--- src/rtl/entity_line_scanner_if.sv ---
// Bundle for the scanline request, the entity table read port and the hit stream.
// The master drives requests and table data. The slave is the scanner.
interface entity_line_scanner_if;
    logic        line_start;
    logic [8:0]  line_y;
    logic [7:0]  entities_number;
    logic [7:0]  address_read_ent;
    logic [20:0] data_read_ent;
    logic        hit_valid;
    logic [20:0] hit_data;
    logic        hit_ready;
    logic        scan_busy;
    logic        scan_done;
    logic [4:0]  hit_count;
    logic        overflow;

    modport master (
        output line_start, line_y, entities_number, data_read_ent, hit_ready,
        input  address_read_ent, hit_valid, hit_data, scan_busy, scan_done, hit_count, overflow
    );

    modport slave (
        input  line_start, line_y, entities_number, data_read_ent, hit_ready,
        output address_read_ent, hit_valid, hit_data, scan_busy, scan_done, hit_count, overflow
    );
endinterface

--- src/rtl/entity_line_scanner.sv ---
// Walks the entity table for one scanline and forwards each entity whose vertical span
// covers that line. The entities are sent through a single-entry valid/ready output register.
module entity_line_scanner #(
    parameter int SIZE     = 48,
    parameter int MAX_HITS = 16
) (
    input logic                  clk,
    input logic                  rst,
    entity_line_scanner_if.slave bus
);
    typedef enum logic [2:0] {IDLE, FETCH, EVAL, WAIT, DONE} state_t;

    localparam logic [9:0] SIZE_W = 10'(SIZE);
    localparam logic [4:0] MAX_W  = 5'(MAX_HITS);

    state_t      state_q, state_d;
    logic [8:0]  line_y_q, line_y_d;
    logic [7:0]  count_q, count_d;
    logic [7:0]  addr_q, addr_d;
    logic        hit_valid_q, hit_valid_d;
    logic [20:0] hit_data_q, hit_data_d;
    logic [4:0]  hit_count_q, hit_count_d;
    logic        overflow_q, overflow_d;

    logic [8:0]  ent_y;
    logic [9:0]  y_end;
    logic        is_hit;
    logic        out_free;
    logic        last_entry;
    logic        load;
    logic        advance;

    always_comb begin
        state_d     = state_q;
        line_y_d    = line_y_q;
        count_d     = count_q;
        addr_d      = addr_q;
        hit_valid_d = hit_valid_q;
        hit_data_d  = hit_data_q;
        hit_count_d = hit_count_q;
        overflow_d  = overflow_q;
        load        = 1'b0;
        advance     = 1'b0;

        // The span end is formed at 10 bits so entities near the bottom of the screen do not wrap.
        ent_y      = bus.data_read_ent[8:0];
        y_end      = {1'b0, ent_y} + SIZE_W;
        is_hit     = (ent_y <= line_y_q) && ({1'b0, line_y_q} < y_end);
        out_free   = !hit_valid_q || bus.hit_ready;
        last_entry = (addr_q == count_q - 8'd1);

        if (hit_valid_q && bus.hit_ready) begin
            hit_valid_d = 1'b0;
        end

        case (state_q)
            IDLE:  ;
            FETCH: state_d = EVAL;
            EVAL: begin
                if (!is_hit) begin
                    advance = 1'b1;
                end else if (hit_count_q == MAX_W) begin
                    overflow_d = 1'b1;
                    advance    = 1'b1;
                end else if (out_free) begin
                    load    = 1'b1;
                    advance = 1'b1;
                end else begin
                    // Address stays put so the table keeps presenting this entity.
                    state_d = WAIT;
                end
            end
            WAIT: begin
                if (bus.hit_ready) begin
                    load    = 1'b1;
                    advance = 1'b1;
                end
            end
            DONE:    state_d = IDLE;
            default: state_d = IDLE;
        endcase

        if (load) begin
            hit_data_d  = bus.data_read_ent;
            hit_valid_d = 1'b1;
            hit_count_d = hit_count_q + 5'd1;
        end

        if (advance) begin
            if (last_entry) begin
                state_d = DONE;
            end else begin
                addr_d  = addr_q + 8'd1;
                state_d = FETCH;
            end
        end

        // A new request always wins; outside IDLE it aborts the running scan and its pending hit.
        if (bus.line_start) begin
            if (state_q != IDLE) begin
                hit_valid_d = 1'b0;
            end
            line_y_d    = bus.line_y;
            count_d     = bus.entities_number;
            addr_d      = 8'd0;
            hit_count_d = 5'd0;
            overflow_d  = 1'b0;
            state_d     = (bus.entities_number == 8'd0) ? DONE : FETCH;
        end
    end

    always_ff @(posedge clk) begin
        if (rst) begin
            state_q     <= IDLE;
            line_y_q    <= 9'd0;
            count_q     <= 8'd0;
            addr_q      <= 8'd0;
            hit_valid_q <= 1'b0;
            hit_data_q  <= 21'd0;
            hit_count_q <= 5'd0;
            overflow_q  <= 1'b0;
        end else begin
            state_q     <= state_d;
            line_y_q    <= line_y_d;
            count_q     <= count_d;
            addr_q      <= addr_d;
            hit_valid_q <= hit_valid_d;
            hit_data_q  <= hit_data_d;
            hit_count_q <= hit_count_d;
            overflow_q  <= overflow_d;
        end
    end

    assign bus.address_read_ent = addr_q;
    assign bus.hit_valid        = hit_valid_q;
    assign bus.hit_data         = hit_data_q;
    assign bus.hit_count        = hit_count_q;
    assign bus.overflow         = overflow_q;
    assign bus.scan_busy        = (state_q == FETCH) || (state_q == EVAL) || (state_q == WAIT);
    assign bus.scan_done        = (state_q == DONE);
endmodule

--- src/flat_wrapper.sv ---
// flat-port wrapper written by rule: the top's interface ports become plain ports
module entity_line_scanner_flat 
#(
    parameter int SIZE     = 48,
    parameter int MAX_HITS = 16
)
  (clk, rst, bus_line_start, bus_line_y, bus_entities_number, bus_data_read_ent, bus_hit_ready, bus_address_read_ent, bus_hit_valid, bus_hit_data, bus_scan_busy, bus_scan_done, bus_hit_count, bus_overflow);
  entity_line_scanner_if bus_i ();
  input logic clk;
  input logic rst;
  input wire logic [$bits(bus_i.line_start)-1:0] bus_line_start;
  input wire logic [$bits(bus_i.line_y)-1:0] bus_line_y;
  input wire logic [$bits(bus_i.entities_number)-1:0] bus_entities_number;
  input wire logic [$bits(bus_i.data_read_ent)-1:0] bus_data_read_ent;
  input wire logic [$bits(bus_i.hit_ready)-1:0] bus_hit_ready;
  output wire logic [$bits(bus_i.address_read_ent)-1:0] bus_address_read_ent;
  output wire logic [$bits(bus_i.hit_valid)-1:0] bus_hit_valid;
  output wire logic [$bits(bus_i.hit_data)-1:0] bus_hit_data;
  output wire logic [$bits(bus_i.scan_busy)-1:0] bus_scan_busy;
  output wire logic [$bits(bus_i.scan_done)-1:0] bus_scan_done;
  output wire logic [$bits(bus_i.hit_count)-1:0] bus_hit_count;
  output wire logic [$bits(bus_i.overflow)-1:0] bus_overflow;
  assign bus_i.line_start = bus_line_start;
  assign bus_i.line_y = bus_line_y;
  assign bus_i.entities_number = bus_entities_number;
  assign bus_i.data_read_ent = bus_data_read_ent;
  assign bus_i.hit_ready = bus_hit_ready;
  assign bus_address_read_ent = bus_i.address_read_ent;
  assign bus_hit_valid = bus_i.hit_valid;
  assign bus_hit_data = bus_i.hit_data;
  assign bus_scan_busy = bus_i.scan_busy;
  assign bus_scan_done = bus_i.scan_done;
  assign bus_hit_count = bus_i.hit_count;
  assign bus_overflow = bus_i.overflow;
  entity_line_scanner #(.SIZE(SIZE), .MAX_HITS(MAX_HITS)) u_core (.clk(clk), .rst(rst), .bus(bus_i));
endmodule
--- config.mk ---
export PLATFORM = sky130hd
export DESIGN_NAME = entity_line_scanner_flat
export DESIGN_NICKNAME = d
export VERILOG_FILES = /design/src/rtl/entity_line_scanner_if.sv /design/src/rtl/entity_line_scanner.sv /design/src/flat_wrapper.sv
export SDC_FILE = /design/constraint.sdc
export NUM_CORES = 1
export LEC_CHECK = 0
export CORE_ASPECT_RATIO = 0.7
export CORE_MARGIN = 2
export CORE_UTILIZATION = 49
export DETAILED_ROUTE_END_ITERATION = 12
export PLACE_DENSITY = 0.84
export SETUP_SLACK_MARGIN = 0.4
export SYNTH_ARGS = -nofsm -noshare
export SYNTH_HDL_FRONTEND = slang
export SYNTH_SLANG_ARGS = --single-unit
--- constraint.sdc ---
create_clock -name clk -period 2.86 [get_ports clk]
set_input_delay 0.429 -clock clk [delete_from_list [all_inputs] [get_ports clk]]
set_output_delay 0.429 -clock clk [all_outputs]
set_load 0.01 [all_outputs]
==> metrics.yaml <==
peakVddDrop_v: 0.000249
status: "complete, no violations"
power.leakage_nw: 1.73
vias: 2837
synth-main-ff-cell: "dfxtp_1"
cts.sinks: 56
num_antenna_cells: 0
synthCells: 331
max-cap-violations: 0
cts_tree: "built"
grt_pass1_vias: 2837
hold_path_end: "u_core.bus.hit_data[4]$_SDFFE_PP0P_"
fin_skew_ps: 10.3
cts_max_path_buffers: 2
synthDistinctLibCells: 48
die_w_um: 97.0
path_max_fanout: 6
reg2reg_slack_ps: 360
wl_um: 8890
place_congestion: 0.894
slew_viol_final: 0
drc: 0
place_ws_ps: -290
grt_overflow: 0
nNetsFinal: 500
synth.yosys.seq_area_share_pct: 37.8
ant_nets: 0
drt_iter0_markers: 125
fillers: 394
path_class: "reg -> reg"
grt_pass1_wl_um: 13900
hp-class: "in -> reg"
min_path_cells: 4
antenna_found_initial: 0
h-tree-depth: 2
clock_latency_ps: 310
first_pass_iters: 4
syn-cell-area_um2: 2970
ios: 80
async_flop_share_pct: 0
grt_usage_pct: 25.4
rsz0062_at_grt: "true"
port_buffers: 79
final_hold_viol_count: 0
core_um2: 5780
syn_nets: 396
drive_gt1_share_pct: 21.6
cts_root_buf: "clkbuf_8"
wl_per_cell_um: 17.4
grt_max_degree: 43
start_util_pct: 51.3
min_period_ps: 2500
powerDensity_nw_per_um2: 368
startpoint_type: "flop"
r2r_cells: 11
die_y_um: 69.1
reg2reg_to: "u_core.bus.address_read_ent[4]$_SDFFE_PP0P_"
setup_ws_ps: 356
dp_hpwl_um: 5420
rr_startpoint: "u_core.line_y_q[8]$_SDFFE_PP0P_"
yosys_warnings: 0
rows: 23
cts_buffers: 5
critPathCaptureType: "flop"
synth_edf_count: 0
ys_ff_latch: 56
hold_ws_ps: 492
min-delay-start: "bus_data_read_ent[4]"
cp.required_ps: 3110
avgViaCountPerCell: 5.55
slew_headroom_pct: 69.4
path_clk_slew_ps: 100
die-area_um2: 6710
max_freq_ghz: 0.399
cp.arrival_ps: 2750
area_growth_pct: 49.3
fin_crit_sh_pct: 87.6
syn_area_per_cell_um2: 8.97
worst_pin_slew_ps: 458
setup_viol: 0
## per-layer routing
metal	vias to the layer above	wire length [um]	global-route usage, %
met2	122	4100	40.7
met3	23	766	7.71
met5	-	0	0
met4	0	186	7.36
li1	1362	-	-
met1	1330	3840	33.1
## cell usage after synthesis, types with 2 or more instances
master / instances / area share [%]
or2_2: 2 / 0.42
inv_1: 22 / 2.8
nor2b_1: 3 / 0.63
mux2i_1: 38 / 13
ha_1: 23 / 9.7
a21o_1: 3 / 0.76
dfxtp_1: 56 / 38
xor2_1: 8 / 2.4
o21a_1: 2 / 0.51
or3_1: 5 / 1.1
buf_4: 2 / 0.51
nor2_1: 52 / 6.6
o2111ai_1: 3 / 0.89
xnor2_1: 9 / 2.7
o211ai_1: 4 / 1.0
o21ai_0: 9 / 1.5
or4_1: 3 / 0.76
nand2_1: 11 / 1.4
clkbuf_1: 7 / 0.89
nor3_1: 5 / 0.84
and2_1: 3 / 0.63
and3_1: 4 / 0.84
a21oi_1: 18 / 3.0
a41o_1: 2 / 0.67
buf_1: 3 / 0.38
nand3_1: 12 / 2.0
## per-stage QoR
step,total power [mW],TNS (ps),cells,util [%],instance area (um2)
CTS,1.60,0,507,73.9,4270
finish,1.63,0,511,76.6,4430
global route,1.70,0,511,76.6,4430
global placement,1.13,-3570,489,68.1,3940
detailed placement,1.13,-6730,489,68.1,3940
floorplan,0.999,0,331,-,2970
## cells in the final DEF (no fill, tap or decap), types with 7 or more instances in the layout
| cell type | n |
|---|---|
| ha_1 | 16 |
| nor2_1 | 52 |
| dfxtp_1 | 50 |
| buf_6 | 7 |
| inv_2 | 7 |
| clkdlybuf4s50_1 | 71 |
| a21oi_1 | 8 |
| nand3_1 | 11 |
| ha_4 | 7 |
| xor2_1 | 8 |
| mux2i_1 | 36 |
| inv_1 | 15 |
| xnor2_1 | 8 |
| o21ai_0 | 7 |
| buf_4 | 21 |
| a21oi_2 | 10 |
| nand2_1 | 10 |
## report_power, final
part	switching, mW	total, mW	internal [mW]
logic	0.163	0.359	0.196
clock network	0.270	0.442	0.172
registers	0.0264	0.829	0.803
total	0.460	1.63	1.17
## worst max-delay path, cell delays in order, from the launching register on
cell	delay, ps
dfxtp_2	380
inv_2	60
ha_4	270
nand4_1	150
buf_4	190
nor3b_4	260
a2111oi_4	70
o211ai_1	250
nand3_2	160
buf_6	160
or3_1	360
a21oi_2	120
## flip-flops by register name, indices dropped and copies added (netlist names)
name                         count
u_core.bus.overflow              1
u_core.state_q                   3
u_core.bus.hit_valid             1
u_core.count_q                   8
u_core.line_y_q                  9
u_core.bus.address_read_ent      8
u_core.bus.hit_data             21
u_core.bus.hit_count             5
## repair_timing
item | in CTS | in global routing
buffers inserted | 7 | 3
resized for setup | 47 | 34
pin swaps | 19 | 12
gates cloned | 3 | 1
hold endpoints to repair | 0 | 0
endpoints found under the setup margin | 38 | 36
hold buffers | 0 | 0
## final cells by class
| type | count | area [um2] | area share [%] |
|---|---|---|---|
| Tap cell | 75 | 93.8 | 2.12 |
| Sequential cell | 56 | 1130 | 25.5 |
| Multi-Input combinational cell | 240 | 1930 | 43.6 |
| Clock buffer | 5 | 68.8 | 1.55 |
| Clock inverter | 3 | 18.8 | 0.423 |
| Inverter | 22 | 82.6 | 1.86 |
| Timing Repair Buffer | 110 | 1100 | 24.9 |
## cell families (layout without fill, tap and decap cells)
| logic type | count (synthesis) | in the layout | share of synthesized area, % |
|---|---|---|---|
| and+or+nand+nor | 109 | 109 | 18.0 |
| DFF | 56 | 56 | 37.8 |
| AOI/OAI and AO/OA | 53 | 53 | 12.0 |
| muxes | 38 | 38 | 12.8 |
| buffers and inverters | 35 | 140 | 4.72 |
| adders and majority gates | 23 | 23 | 9.69 |
| xor gates and xnor gates | 17 | 17 | 5.01 |
## worst max-delay path by stage
stage	startpoint	to	cells past startpoint
finish	u_core.line_y_q[8]$_SDFFE_PP0P_	u_core.bus.address_read_ent[4]$_SDFFE_PP0P_	11
global route	u_core.line_y_q[8]$_SDFFE_PP0P_	u_core.bus.hit_data[19]$_SDFFE_PP0P_	13
CTS	bus_data_read_ent[4]	u_core.bus.hit_data[19]$_SDFFE_PP0P_	14
detailed placement	bus_data_read_ent[4]	u_core.bus.address_read_ent[3]$_SDFFE_PP0P_	12
global placement	bus_data_read_ent[4]	u_core.bus.address_read_ent[5]$_SDFFE_PP0P_	13
floorplan	bus_data_read_ent[2]	u_core.bus.hit_data[4]$_SDFFE_PP0P_	10
No activity file was read; power rests on OpenSTA's default activity.
